[src/rtl/encoder_4x2_latched.sv]
// Latched 4-to-2 priority encoder. Requests collect in a sticky pending vector;
// the highest pending index is presented on A/V and held until the consumer acks it.
module encoder_4x2_latched (
  input  logic       clk,
  input  logic       rst_n,
  input  logic [0:3] D,
  input  logic       E,
  input  logic       ack,
  output logic [1:0] A,
  output logic       V,
  output logic [0:3] pend,
  output logic       ovr
);

  typedef enum logic {IDLE, HOLD} state_t;

  state_t     state_reg, state_next;
  logic [1:0] a_reg, a_next;
  logic       v_reg, v_next;
  logic [0:3] pend_reg, pend_next;
  logic       ovr_reg, ovr_next;
  logic [0:3] clr_bits, set_bits, hit_bits;
  logic [1:0] top_idx;

  // Per-bit pending logic: set wins over the handshake clear of the same bit,
  // and a bit being cleared in this cycle does not count as an overrun.
  generate
    for (genvar gi = 0; gi < 4; gi++) begin : g_pend
      assign clr_bits[gi]  = (state_reg == HOLD) && ack && (a_reg == 2'(gi));
      assign set_bits[gi]  = E && D[gi];
      assign pend_next[gi] = (pend_reg[gi] && !clr_bits[gi]) || set_bits[gi];
      assign hit_bits[gi]  = set_bits[gi] && pend_reg[gi] && !clr_bits[gi];
    end
  endgenerate

  assign ovr_next = ovr_reg || (|hit_bits);

  // Later iterations overwrite earlier ones, so the highest set index wins.
  always_comb begin
    top_idx = 2'd0;
    for (int i = 0; i < 4; i++) begin
      if (pend_reg[i]) top_idx = 2'(i);
    end
  end

  always_comb begin
    state_next = state_reg;
    a_next     = a_reg;
    v_next     = v_reg;
    case (state_reg)
      IDLE: begin
        v_next = 1'b0;
        if (|pend_reg) begin
          a_next     = top_idx;
          v_next     = 1'b1;
          state_next = HOLD;
        end
      end
      HOLD: begin
        if (ack) begin
          v_next     = 1'b0;
          state_next = IDLE;
        end
      end
      default: state_next = IDLE;
    endcase
  end

  always_ff @(posedge clk or negedge rst_n) begin
    if (!rst_n) begin
      state_reg <= IDLE;
      a_reg     <= 2'd0;
      v_reg     <= 1'b0;
      pend_reg  <= 4'b0000;
      ovr_reg   <= 1'b0;
    end else begin
      state_reg <= state_next;
      a_reg     <= a_next;
      v_reg     <= v_next;
      pend_reg  <= pend_next;
      ovr_reg   <= ovr_next;
    end
  end

  assign A    = a_reg;
  assign V    = v_reg;
  assign pend = pend_reg;
  assign ovr  = ovr_reg;

endmodule

[config.mk]
export PLATFORM = sky130hd
export DESIGN_NAME = encoder_4x2_latched
export DESIGN_NICKNAME = d
export VERILOG_FILES = /design/src/rtl/encoder_4x2_latched.sv
export SDC_FILE = /design/constraint.sdc
export NUM_CORES = 1
export LEC_CHECK = 0
export BUFFER_PORTS_ARGS = -buffer_cell sky130_fd_sc_hd__buf_2
export CORE_AREA = 10 10 47 49
export DETAILED_ROUTE_END_ITERATION = 6
export DIE_AREA = 0 0 57 59
export SLEW_MARGIN = 10
export SYNTH_ARGS = -nofsm -noshare
export SYNTH_HDL_FRONTEND = slang
export SYNTH_SLANG_ARGS = --single-unit
[constraint.sdc]
create_clock -name clk -period 1 [get_ports clk]
set_input_delay 0.1 -clock clk [delete_from_list [all_inputs] [get_ports clk]]
set_output_delay 0.1 -clock clk [all_outputs]
set_load 0.02 [all_outputs]
==> impl_metrics.csv <==
group,metric,value,unit
run_status,outcome,"finished, violations left",
run_status,violations,"setup timing",
synthesis,synth_cells,41,
timing,worst_pin_slew,0.2235,ns
synthesis,mappedNetlistArea,435.4,µm²
grt,grt_pass1_vias,430,
critical_path,crit_chain,"nand2_2, o311ai_2, nand4_1",
placed_design,io_buffers,15,
final_layout,final_util,0.4750,
timing,finalMaxSlewViolations,0,
critical_path,crit_type,"register to register",
timing,rsz0062_at_grt,"true",
power,pwr-share-comb,0.328,
synthesis,synth_xor_area_frac,0,
grt,grt_pass1_wl,1.945,mm
critical_path,rrSetupSlack,-0.05,ns
grt,grt_remaining_overflow,0,
timing,min_period,1.047,ns
routing,viasPerCell,5.111,
floorplanning,core_area,1401,µm²
power,vdd_ir_drop_max,0.8650,mV
placed_design,gp_congestion,0.8467,
power,intPower,795.3,µW
hold_path,min-delay-path-class,"input port to register",
critical_path,reg2reg_to,"ovr",
final_layout,final_layout_size_suffix_gt1_frac,0.5692,
power,p_sw_frac,0.3562,
critical_path,critPathLaunchType,"register",
floorplanning,fp.dieArea,3363,µm²
clock_tree,htree_levels,1,
routing,first_pass_iters,4,
timing,relSlewSlack,0.8508,
floorplanning,initial_utilization,0.3107,
synthesis,synth.avg_cell_area,10.62,µm²
timing,fin_ws,-0.04733,ns
critical_path,required,1.13,ns
critical_path,critPathCapture,"ovr",
synthesis,ys_types,21,
power,pwr-share-clk,0.232,
floorplanning,num_rows,14,
clock_tree,cts_buffer_depth,2,
routing,drt_iter0_drc,13,
final_layout,seq_area,231.5,µm²
critical_path,arrival,1.18,ns
power,p_leak,0.0002893,µW
critical_path,crit_buf_inv,0,
critical_path,cp_slowest_cell,"dfrtp_2",
final_layout,final_nets,74,
timing,finalHoldViolations,0,
clock_tree,cts_tree,"done",
clock_tree,clk_pin_slew,0.07,ns
synthesis,yosys.area_share.simple,0.1897,
timing,clock.fmax,0.9548,GHz
synthesis,synth_mux_area_frac,0,
timing,fin_crit_sh,1.047,
floorplanning,chipWidth,57,µm
power,powerDensity,1856,nW/µm²
critical_path,worstPathMaxFanout,8,
critical_path,r2r_start,"state_reg",
critical_path,r2r_cells,3,
clock_tree,clk_latency,0.26,ns
floorplanning,die_h,59,µm
power,power_frac_seq,0.440,
grt,grt_max_degree,10,
clock_tree,cts_root_buf,"clkbuf_4",
placed_design,dp_hpwl,854.3,µm
timing,setup_violations,4,
timing,skew,0.005433,ns
critical_path,crit_start,"state_reg",
synthesis,synthAdderAreaFrac,0,
critical_path,crit_family,"flip-flops",
synthesis,synth-seq-cells,9,
routing,wl_per_cell,14.17,µm
final_layout,largest_reg_flops,4,
synthesis,ys.warnings.count,0,
synthesis,yosysSeqAreaShare,0.5172,
grt,antenna_found_initial,0,
run,drv_cap,0,
synthesis,synth_top_family_by_area,"compound AO/OA/AOI/OAI gates",
final_layout,syn_to_final_growth,52.87,%
grt,grt_util_all_layers,0.07248,
critical_path,cp.depth,3,
clock_tree,cts_buffers,3,
synthesis,synthesis.nets,49,
final_layout,fillers,144,
floorplanning,ioPinCount,16,
routing,routed_wl,1.148,mm
power,netSwitchingPower,440.1,µW
routing,vias,414,
clock_tree,cts_sinks,9,
critical_path,endpoint_kind,"register",
routing,drc,0,
routing,ant_nets,0,
synthesis,synth-compound-area-share,0.2500,
final_layout,multi_input_area,226.5,µm²
final_layout,diodes,0,
timing,timing.hold.ws,0.05402,ns
critical_path,crit_path_max_incr_delay,0.47,ns
==> cell usage after synthesis <==
master | number | area share
nor3_1 | 1 | 0.011
a21boi_1 | 1 | 0.017
and2_1 | 1 | 0.014
dfrtp_1 | 9 | 0.52
o31ai_1 | 1 | 0.017
inv_1 | 2 | 0.017
o21ai_0 | 5 | 0.057
o311ai_1 | 1 | 0.020
o2111ai_1 | 1 | 0.020
a22o_1 | 1 | 0.020
buf_6 | 1 | 0.026
a22o_2 | 1 | 0.023
a41oi_2 | 1 | 0.037
nand2_1 | 4 | 0.034
nand2_2 | 1 | 0.014
nand4_1 | 3 | 0.043
a21oi_1 | 1 | 0.011
a21boi_2 | 1 | 0.026
nor2_1 | 3 | 0.026
nand4b_2 | 1 | 0.034
nand3_1 | 1 | 0.011
==> tightest hold or removal path, delay by kind of cell <==
kind / cells / cell delay [ns]
buffers and inverters: 1 / 0.09
AND/OR/NAND/NOR: 2 / 0.09
==> metrics by stage <==
step | cell area [µm²] | total power [µW] | worst slack, ns | std cells | TNS [ns]
after floorplan | 451.7 | 693.9 | -0.001146 | 41 | -0.001146
after global placement | 550.5 | 831.8 | -0.09132 | 73 | -0.1188
after detailed placement | 550.5 | 834.7 | -0.1567 | 73 | -0.2960
after CTS | 628.1 | 1183 | -0.02581 | 80 | -0.04996
after global routing | 665.6 | 1319 | -0.1012 | 81 | -0.4591
final | 665.6 | 1235 | -0.04733 | 81 | -0.07922
==> per-layer routing <==
metal  vias up  track usage  routed length [µm]
li1        203            -                   -
met1       195      0.08774                 518
met2        14       0.1008                 544
met3         2      0.03004                  76
met4         0      0.05034                   8
met5         -            0                   0
==> cells in the final DEF, fill, tap and decap left out, drive strengths merged, types with 2 or more instances in the layout <==
master / Yosys / layout
o21ai: 5 / 5
a21boi: 2 / 2
clkbuf: 0 / 4
buf: 1 / 20
nand2: 5 / 5
dfrtp: 9 / 9
nand4: 3 / 3
nor2: 3 / 3
inv: 2 / 2
a22o: 2 / 2
==> power groups by stage <==
stage / Clock (µW) / Sequential (µW) / Combinational, µW
after detailed placement: 0 / 530 / 305
after global routing: 316 / 558 / 445
after global placement: 0 / 531 / 301
final: 286 / 544 / 405
after floorplan: 0 / 585 / 109
after CTS: 283 / 531 / 369
==> layout make-up <==
class | count | share of cell area
clock buffers | 4 | 0.03947
inverters | 2 | 0.01128
repair buffers | 21 | 0.2312
flip-flops and latches | 9 | 0.3477
multi-input cells | 29 | 0.3402
well taps | 16 | 0.03008
==> cells by family after synthesis <==
group / Yosys count
compound gates: 14
simple gates: 15
buf+inv: 3
flops: 9
==> how the worst min path moves through the flow <==
stage          start       to  slack (ns)  depth (start not counted)
3_3_place_gp   rst_n  pend[1]       -0.04                          1
4_1_cts         D[0]  pend[0]        0.06                          3
2_1_floorplan  rst_n     A[0]       -0.20                          0
6_report        D[2]  pend[2]        0.05                          3
3_5_place_dp   rst_n  pend[1]       -0.04                          1
5_1_grt         D[2]  pend[2]        0.07                          3
==> what timing repair did <==
item / 4_1_cts / 5_1_grt
pin swaps: 2 / 3
setup endpoints to repair: 10 / 10
buffers inserted: 2 / 1
resized for setup: 8 / 12
endpoints found under the hold margin: 9 / 0
hold buffers: 1 / 0
(Power assumes the default switching activity.)
